[config.mk]
export PLATFORM = sky130hd
export DESIGN_NAME = alu_nibble_sequencer_flat
export DESIGN_NICKNAME = d
export VERILOG_FILES = /design/src/rtl/alu_nibble_sequencer_if.sv /design/src/rtl/alu_nibble_sequencer.sv /design/src/flat_wrapper.sv
export SDC_FILE = /design/constraint.sdc
export NUM_CORES = 1
export LEC_CHECK = 0
export ABC_AREA = 1
export CAP_MARGIN = 25
export CELL_PAD_IN_SITES_DETAIL_PLACEMENT = 0
export CELL_PAD_IN_SITES_GLOBAL_PLACEMENT = 2
export CORE_MARGIN = 2
export CORE_UTILIZATION = 27
export CTS_CLUSTER_SIZE = 30
export DETAILED_ROUTE_END_ITERATION = 8
export GPL_TIMING_DRIVEN = 0
export PLACE_DENSITY = 0.9
export SYNTH_ARGS = -nofsm -noshare
export SYNTH_HDL_FRONTEND = slang
export SYNTH_SLANG_ARGS = --single-unit
[constraint.sdc]
create_clock -name clk -period 3.1 [get_ports clk]
set_input_delay 0.62 -clock clk [delete_from_list [all_inputs] [get_ports clk]]
set_output_delay 0.62 -clock clk [all_outputs]
set_load 0.1 [all_outputs]
[src/rtl/alu_nibble_sequencer_if.sv]
// Request/result bundle between the datapath and the nibble sequencer.
// The master drives start/ALUop/operands; the sequencer returns status and result.
interface alu_nibble_sequencer_if #(
    parameter int NIBBLES = 4
);
    localparam int W = 4 * NIBBLES;

    logic         start;
    logic [2:0]   ALUop;
    logic [W-1:0] a;
    logic [W-1:0] b;
    logic         busy;
    logic         done;
    logic [W-1:0] result;
    logic         carry;
    logic         zero;
    logic         overflow;

    modport master (
        output start, ALUop, a, b,
        input  busy, done, result, carry, zero, overflow
    );

    modport slave (
        input  start, ALUop, a, b,
        output busy, done, result, carry, zero, overflow
    );
endinterface

[src/rtl/alu_nibble_sequencer.sv]
// Runs wide AND/OR/ADD/SUB through a shared 4-bit slice, one nibble per cycle.
// Optional macro ALU_SEQ_OVERFLOW_EN adds the signed overflow flag.
module alu_nibble_sequencer #(
    parameter int NIBBLES = 4
) (
    input  logic                   clk,
    input  logic                   reset,
    alu_nibble_sequencer_if.slave  bus,
    output logic [3:0]             slice_a,
    output logic [3:0]             slice_b,
    output logic [2:0]             slice_ALUop,
    output logic                   slice_carry_in,
    input  logic [3:0]             slice_result,
    input  logic                   slice_carry_out
);
    localparam int W  = 4 * NIBBLES;
    localparam int IW = (NIBBLES > 1) ? $clog2(NIBBLES) : 1;
    localparam logic [IW-1:0] LAST = IW'(NIBBLES - 1);

    localparam logic [2:0] OP_AND = 3'b000;
    localparam logic [2:0] OP_OR  = 3'b001;
    localparam logic [2:0] OP_ADD = 3'b010;
    localparam logic [2:0] OP_SUB = 3'b110;

    typedef enum logic [1:0] {IDLE, RUN, DONE} state_t;

    state_t       state;
    logic [IW-1:0] idx;
    logic [W-1:0] a_q;
    logic [W-1:0] b_q;
    logic [2:0]   op_q;
    logic         c_q;
    logic [W-1:0] res_q;
    logic         carry_q;
    logic         zero_q;
    logic         busy_q;
    logic         done_q;
    logic [W-1:0] res_nxt;
    logic         is_sub;
    logic         is_arith;
    logic         is_known;

    assign is_sub   = (op_q == OP_SUB);
    assign is_arith = (op_q == OP_ADD) || is_sub;
    assign is_known = is_arith || (op_q == OP_AND) || (op_q == OP_OR);

    assign bus.busy    = busy_q;
    assign bus.done    = done_q;
    assign bus.result  = res_q;
    assign bus.carry   = carry_q;
    assign bus.zero    = zero_q;
    assign slice_ALUop = op_q;

    always_comb begin
        slice_a        = 4'h0;
        slice_b        = 4'h0;
        slice_carry_in = 1'b0;
        if (state == RUN) begin
            slice_a = a_q[4*idx +: 4];
            slice_b = b_q[4*idx +: 4];
            // SUB seeds the chain with 1 to complete the two's complement
            slice_carry_in = (idx == '0) ? is_sub : (is_arith & c_q);
        end
    end

    always_comb begin
        res_nxt = res_q;
        res_nxt[4*idx +: 4] = slice_result;
    end

    always_ff @(posedge clk) begin
        if (reset) begin
            state   <= IDLE;
            idx     <= '0;
            a_q     <= '0;
            b_q     <= '0;
            op_q    <= 3'b000;
            c_q     <= 1'b0;
            res_q   <= '0;
            carry_q <= 1'b0;
            zero_q  <= 1'b0;
            busy_q  <= 1'b0;
            done_q  <= 1'b0;
        end else begin
            case (state)
                IDLE: begin
                    done_q <= 1'b0;
                    if (bus.start) begin
                        a_q     <= bus.a;
                        b_q     <= bus.b;
                        op_q    <= bus.ALUop;
                        c_q     <= 1'b0;
                        res_q   <= '0;
                        carry_q <= 1'b0;
                        zero_q  <= 1'b0;
                        idx     <= '0;
                        busy_q  <= 1'b1;
                        state   <= RUN;
                    end
                end
                RUN: begin
                    res_q <= res_nxt;
                    c_q   <= slice_carry_out;
                    idx   <= idx + 1'b1;
                    if (idx == LAST) begin
                        carry_q <= is_arith & slice_carry_out;
                        zero_q  <= is_known && (res_nxt == '0);
                        done_q  <= 1'b1;
                        state   <= DONE;
                    end
                end
                DONE: begin
                    done_q <= 1'b0;
                    busy_q <= 1'b0;
                    state  <= IDLE;
                end
                default: state <= IDLE;
            endcase
        end
    end

`ifdef ALU_SEQ_OVERFLOW_EN
    logic ovf_q;

    always_ff @(posedge clk) begin
        if (reset) begin
            ovf_q <= 1'b0;
        end else if (state == IDLE && bus.start) begin
            ovf_q <= 1'b0;
        end else if (state == RUN && idx == LAST) begin
            ovf_q <= is_arith
                  && (a_q[W-1] == (b_q[W-1] ^ is_sub))
                  && (slice_result[3] != a_q[W-1]);
        end
    end

    assign bus.overflow = ovf_q;
`else
    assign bus.overflow = 1'b0;
`endif
endmodule

[src/flat_wrapper.sv]
// flat-port wrapper written by rule: the top's interface ports become plain ports
module alu_nibble_sequencer_flat 
#(
    parameter int NIBBLES = 4
)
  (clk, reset, slice_a, slice_b, slice_ALUop, slice_carry_in, slice_result, slice_carry_out, bus_start, bus_ALUop, bus_a, bus_b, bus_busy, bus_done, bus_result, bus_carry, bus_zero, bus_overflow);
  alu_nibble_sequencer_if #(.NIBBLES(NIBBLES)) bus_i ();
  input  logic clk;
  input  logic reset;
  output logic [3:0] slice_a;
  output logic [3:0] slice_b;
  output logic [2:0] slice_ALUop;
  output logic slice_carry_in;
  input  logic [3:0] slice_result;
  input  logic slice_carry_out;
  input wire logic [$bits(bus_i.start)-1:0] bus_start;
  input wire logic [$bits(bus_i.ALUop)-1:0] bus_ALUop;
  input wire logic [$bits(bus_i.a)-1:0] bus_a;
  input wire logic [$bits(bus_i.b)-1:0] bus_b;
  output wire logic [$bits(bus_i.busy)-1:0] bus_busy;
  output wire logic [$bits(bus_i.done)-1:0] bus_done;
  output wire logic [$bits(bus_i.result)-1:0] bus_result;
  output wire logic [$bits(bus_i.carry)-1:0] bus_carry;
  output wire logic [$bits(bus_i.zero)-1:0] bus_zero;
  output wire logic [$bits(bus_i.overflow)-1:0] bus_overflow;
  assign bus_i.start = bus_start;
  assign bus_i.ALUop = bus_ALUop;
  assign bus_i.a = bus_a;
  assign bus_i.b = bus_b;
  assign bus_busy = bus_i.busy;
  assign bus_done = bus_i.done;
  assign bus_result = bus_i.result;
  assign bus_carry = bus_i.carry;
  assign bus_zero = bus_i.zero;
  assign bus_overflow = bus_i.overflow;
  alu_nibble_sequencer #(.NIBBLES(NIBBLES)) u_core (.clk(clk), .reset(reset), .bus(bus_i), .slice_a(slice_a), .slice_b(slice_b), .slice_ALUop(slice_ALUop), .slice_carry_in(slice_carry_in), .slice_result(slice_result), .slice_carry_out(slice_carry_out));
endmodule
* Yosys cells after proc, flatten, opt, wreduce, memory -nomap -nowiden
Cells that the tools add are included.
Storage, ports and cells: output and inout bits 33, logic and storage cells 67, input port bits 43, register bits 60
Operators by class: multiplexer cells 22, reduce and logical (&&, ||, !) cells 18, add/sub/neg operators 2, bitwise operators 2, shift operators 4, equal/unequal tests 8
Operators by type and width (number):
- $neg 4->34 | 1
- $shift 4x34->16 const A | 1
- $shiftx 4x34->16 | 1
- $pmux 16 s2 | 1
- $shiftx 16x5->4 | 2
- $bwmux 16 | 1
- $logic_not 16->1 | 1
- $mux 16 | 1
- $pmux 1 s2 | 5
- $reduce_and 2->1 | 5
- $mux 4 | 2
- $pmux 2 s2 | 2
- $mux 1 | 7
- $mux 2 | 3
- $reduce_bool 2->1 | 3
- $eq 2x2->1 const B | 2
- $logic_not 2->1 | 2
- $ne 2x2->1 const B | 2
- $eq 3x1->1 const B | 1
- $eq 3x2->1 const B | 1
- $eq 3x3->1 const B | 1
- $logic_not 3->1 | 1
- $logic_or 1x1->1 | 3
- $reduce_and 3->1 | 1
- other kinds (5) | 6

* Longest topological paths before layout
depth in word-level cells 7, depth in mapped cells 14, gate-level depth less buffers 12

* Worst setup path before layout
OpenSTA, ideal clock, no wires.
path kind register to output, start point reg u_core.op_q[1], in the netlist u_core.slice_ALUop[1], end point out slice_carry_in, buffers on the path 0, data required time 2.480 ns, cell stages (with the launch flop) 5, slack -0.297 ns, arrival 2.777 ns, cell sequence dfxtp_1 inv_1 nor2_1 nand2_1 a21oi_1
Between the ends: word-level cells in the longest chain between the ends 5, elaborated cells between the ends (all ways) 6, those cells by class 2 x eq/ne; 2 x mux; 1 x bitwise; 1 x reduce/logical
Ends and longest elaborated chain:
- start, declared | RTL line alu_nibble_sequencer.sv:31 | logic [2:0] op_q;
- start signal, assigned | RTL line alu_nibble_sequencer.sv:91 | op_q <= bus.ALUop;
- $eq 3x2->1 / $eq 3x3->1 (equally long branches) | RTL line alu_nibble_sequencer.sv:44, alu_nibble_sequencer.sv:43
- $logic_or 1x1->1 | RTL line alu_nibble_sequencer.sv:44 | assign is_arith = (op_q == OP_ADD) || is_sub;
- $and 1x1->1 | RTL line alu_nibble_sequencer.sv:62 | slice_carry_in = (idx == '0) ? is_sub : (is_arith & c_q);
- $mux 1 * | RTL line alu_nibble_sequencer.sv:62
- $mux 1 * | RTL line alu_nibble_sequencer.sv:58 | if (state == RUN) begin
- end, declared | RTL line flat_wrapper.sv:13 | output logic slice_carry_in;
Mark *: on every way between the ends. The rest lies on a longest branch, timed or not.

* Final worst setup path
start point reg u_core.idx[0], end point out slice_b[1]
Between the ends: word-level cells in the longest chain between the ends 2
Ends and longest elaborated chain:
- start, declared | RTL line alu_nibble_sequencer.sv:28 | logic [IW-1:0] idx;
- start signal, assigned | RTL line alu_nibble_sequencer.sv:104 | idx <= idx + 1'b1;
- $shiftx 16x5->4 | RTL line alu_nibble_sequencer.sv:60 | slice_b = b_q[4*idx +: 4];
- $mux 4 | RTL line alu_nibble_sequencer.sv:58
- end, declared | RTL line flat_wrapper.sv:11 | output logic [3:0] slice_b;
No other way between the ends.

==> reports/results.env <==
STATUS='finished clean'
HPWL_AFTER_DPL_MM=6.327
YS_DOMINANT_REG_CELL='sky130_fd_sc_hd__dfxtp_1'
FIRST_GLOBAL_VIAS=2810
CTS-HTREE-LEVELS=3
CTS.SINK_COUNT=60
SYNTH_SEQ_CELLS=60
FINAL_HOLD_VIOL_COUNT=0
SYN-NUM-NETS=472
VIAS_PER_CELL=4.438
NFILLCELLS=1122
SYNTH_LARGEST_TYPE_AREA_FRACTION=0.4265
GRT_ANTENNA_BEFORE_REPAIR=0
YOSYS-TOP-CELLS-AREA='sky130_fd_sc_hd__dfxtp_1 (43%), sky130_fd_sc_hd__nor2_1 (17%), sky130_fd_sc_hd__o21ai_0 (10%), sky130_fd_sc_hd__nand2_1 (8.7%), sky130_fd_sc_hd__a21oi_1 (5.7%)'
TIMING.MAX_CAP.VIOLATIONS=0
MAXCLOCKFREQUENCY_GHz=0.3337
DRT_DRC_VIOLATIONS_LEFT=0
PLACEDCELLCOUNT=632
DIE_Y_UM=106.1
ANTENNA_VIOLATING_NETS_POST_ROUTE=0
CORE.ROWCOUNT=37
CTS_BUFFER_DEPTH=2
FP.COREAREA_MM2=0.01023
TOP_LEVEL_PINS=76
SYNTH_CELLS=423
HP-CLASS='flop to flop'
FIRST_PASS_DETAILED_ROUTE_ITERATION_TOTAL=5
DIE_AREA_MM2=0.01126
FIN_CRIT_PS=2996
N_ANTENNA_CELL=0
WORST_ENDPOINT_REQUIRED_TIME_PS=2480
FINAL_MIN_PERIOD_OVER_CLOCK_PERIOD=0.9666
SYNTH.CELL_AREA_MM2=0.002816
CRITICAL_PATH.MAX_FANOUT=12
CTS-HOLD-FIX-BUFFERS=0
SETUP-VIOLATIONS-FINAL=0
SETUP_REPAIR_AFTER_GLOBAL_ROUTING_MISSED_ITS_MARGIN='false'
POWER.DENSITY_mW_PER_MM2=511.6
LAYOUT.CELL_AREA.NON_FILLER_MM2=0.003894
GP_ROUTABILITY_CONGESTION=0.8800
WIRELENGTH_PER_CELL_UM=12.96
TIMING.CRITICAL_PATH.CELLS='inv_1, clkbuf_1, buf_2, o21ai_0, a21oi_2, clkdlybuf4s15_2'
SEQ_AREA_FRAC_SYNTH=0.4265
TIMING_WORST_SETUP_PATH_TYPE='flop to primary output'
SYNTH_EDF_COUNT=0
WORST_SLEW_MARGIN_REL=0.3409
SYNTH_TOP_CELLS_BY_COUNT='sky130_fd_sc_hd__nor2_1 (130), sky130_fd_sc_hd__nand2_1 (65), sky130_fd_sc_hd__dfxtp_1 (60), sky130_fd_sc_hd__o21ai_0 (57), sky130_fd_sc_hd__a21oi_1 (32)'
DIE_X_UM=106.1
PLACE.PORT_BUFFERS=73
VIA_COUNT_OF_THE_ROUTED_DESIGN=2876
TIMING_MAX_TRANSITION_VIOLATIONS_FINAL=0
ASYNC_FLOP_SHARE=0
GRT_REMAINING_OVERFLOW=0
CLOCK_TREE_FROM_TRITONCTS='yes'
WORST_SETUP_SKEW_AFTER_LAYOUT_PS=6.261
GRT_START_MAX_NET_PINS=13
DISTINCT_CELL_TYPE_COUNT_AFTER_SYNTHESIS=24
TIMING.CRITICAL_PATH.SLOWEST_STAGE_CELL='sky130_fd_sc_hd__clkdlybuf4s15_2'
GRT_USAGE=0.1552
SYNTH.YOSYS.WARNINGS=0
START_UTIL=0.2753
AVGSYNTHCELLAREA_UM2=6.658
WIRE_LENGTH_OF_THE_FIRST_GLOBAL_ROUTING_PASS_MM=13.67
CLK_TRANSITION_REPORTED_PATHS_PS=70
FINISH.UTILIZATION=0.3806
LEAKAGE_nW=1.561
IR_DROP_mV=0.2575
PLACEMENT.CELL_AREA_MM2=0.003729
CTS_BUFFERS=9
SYNTHDOMINANTAREACELLTYPE='sky130_fd_sc_hd__dfxtp_1'
DRIVE_GT1_FRAC=0.08984
STDCELL_COUNT=648
CP_SLOWEST_STAGE_DELAY_PS=580
SETUP.WORST_PATH.START_CLASS='flop'
WIRELENGTH_MM=8.396
SETUP.WORST_PATH.END_CLASS='primary output'
CLOCKROOTBUFFER='sky130_fd_sc_hd__clkbuf_8'
CLK_LATENCY_PS=350
NUM-NETS-FINAL=556
VIOLATION_COUNT_AFTER_THE_FIRST_DETAILED_ROUTING_ITERATION=96
SYN_TO_FINAL_GROWTH_PCT=38.25
POST-SYNTH-TOP-COUNT-CELL='sky130_fd_sc_hd__nor2_1'
WORST_EP_ARRIVAL_TIME_PS=2380
TIGHTEST_SLEW_PS=985.5
[kinds of logic after synthesis]
logic type               Yosys count  synth area share
AO/OA/AOI/OAI                     99            0.1844
adder cells (fa/ha/maj)            6           0.02665
buffers and inverters             48           0.07374
flip-flops                        60            0.4265
other                              1          0.001331
AND/OR/NAND/NOR                  209            0.2874
[power breakdown]
group | switching (mW) | internal [mW]
clock network | 0.313 | 0.367
registers | 0.0284 | 0.819
logic | 0.313 | 0.151
[worst paths after layout]
path | start | endpoint | slack (ps) | depth (start not counted)
worst max-delay path | u_core.idx[0]$_SDFFE_PP0P_ | slice_b[1] | 100 | 6
worst min-delay path | u_core.c_q$_SDFFE_PP0P_ | u_core.c_q$_SDFFE_PP0P_ | 470 | 2
worst max register to register | u_core.idx[0]$_SDFFE_PP0P_ | u_core.bus.zero$_SDFFE_PP0P_ | 560 | 11
worst min register to register | u_core.c_q$_SDFFE_PP0P_ | u_core.c_q$_SDFFE_PP0P_ | 470 | 2
[flip-flops by register name, indices dropped and copies added (netlist names)]
| register | count |
|---|---|
| u_core.a_q | 16 |
| u_core.b_q | 16 |
| u_core.bus.result | 16 |
| u_core.slice_ALUop | 3 |
| u_core.idx | 2 |
| u_core.state | 2 |
| u_core.bus.busy | 1 |
| u_core.bus.carry | 1 |
| u_core.bus.done | 1 |
| u_core.bus.zero | 1 |
| u_core.c_q | 1 |
[routing by layer]
layer	wire (um)	vias to the layer above	track usage
li1	-	1519	-
met1	3976	1264	0.1962
met2	3842	80	0.2546
met3	436	13	0.03740
met4	140	0	0.06015
met5	0	-	0
[placed cells by master (no fill, tap or decap), drive strengths merged, types with 2 or more instances in the layout]
master,n
nor2,131
nand2,66
clkdlybuf4s50,64
dfxtp,60
o21ai,59
a21oi,32
inv,24
clkbuf,22
buf,18
nand3,11
ha,6
clkinv,4
a2bb2oi,4
a21boi,2
clkdlybuf4s15,2
[worst max-delay path, delay by kind of cell (launching register included)]
family	cells	cell delay [ps]
compound gates	2	310
flops	1	360
buf+inv	4	1370
[through the flow]
stage | hold slack [ps] | total power, mW | setup WS [ps] | TNS (ps)
after CTS | 470.7 | 2.017 | 18.26 | 0
after detailed placement | 459.9 | 1.338 | -558.3 | -1909
after floorplan | 439.2 | 1.182 | 4.101 | 0
final | 467.8 | 1.992 | 103.6 | 0
after global placement | 451.9 | 1.334 | -525.6 | -1820
after global routing | 501.1 | 2.095 | 5.690 | 0
[what timing repair did]
action | in CTS | in global routing
setup buffers | 0 | 0
setup endpoints to repair | 9 | 9
resized for setup | 33 | 12
[area by class of cell]
cell class	count	area, um^2	share of cell area
multi-input combinational	315	1419	0.3644
sequential	60	1202	0.3088
timing repair buffer	73	709.4	0.1822
tap	136	170.2	0.04370
clock buffer	11	131.4	0.03374
buffer	23	113.9	0.02924
inverter	25	95.09	0.02442
clock inverter	5	52.55	0.01350
Power figures use the tool's default switching activity.
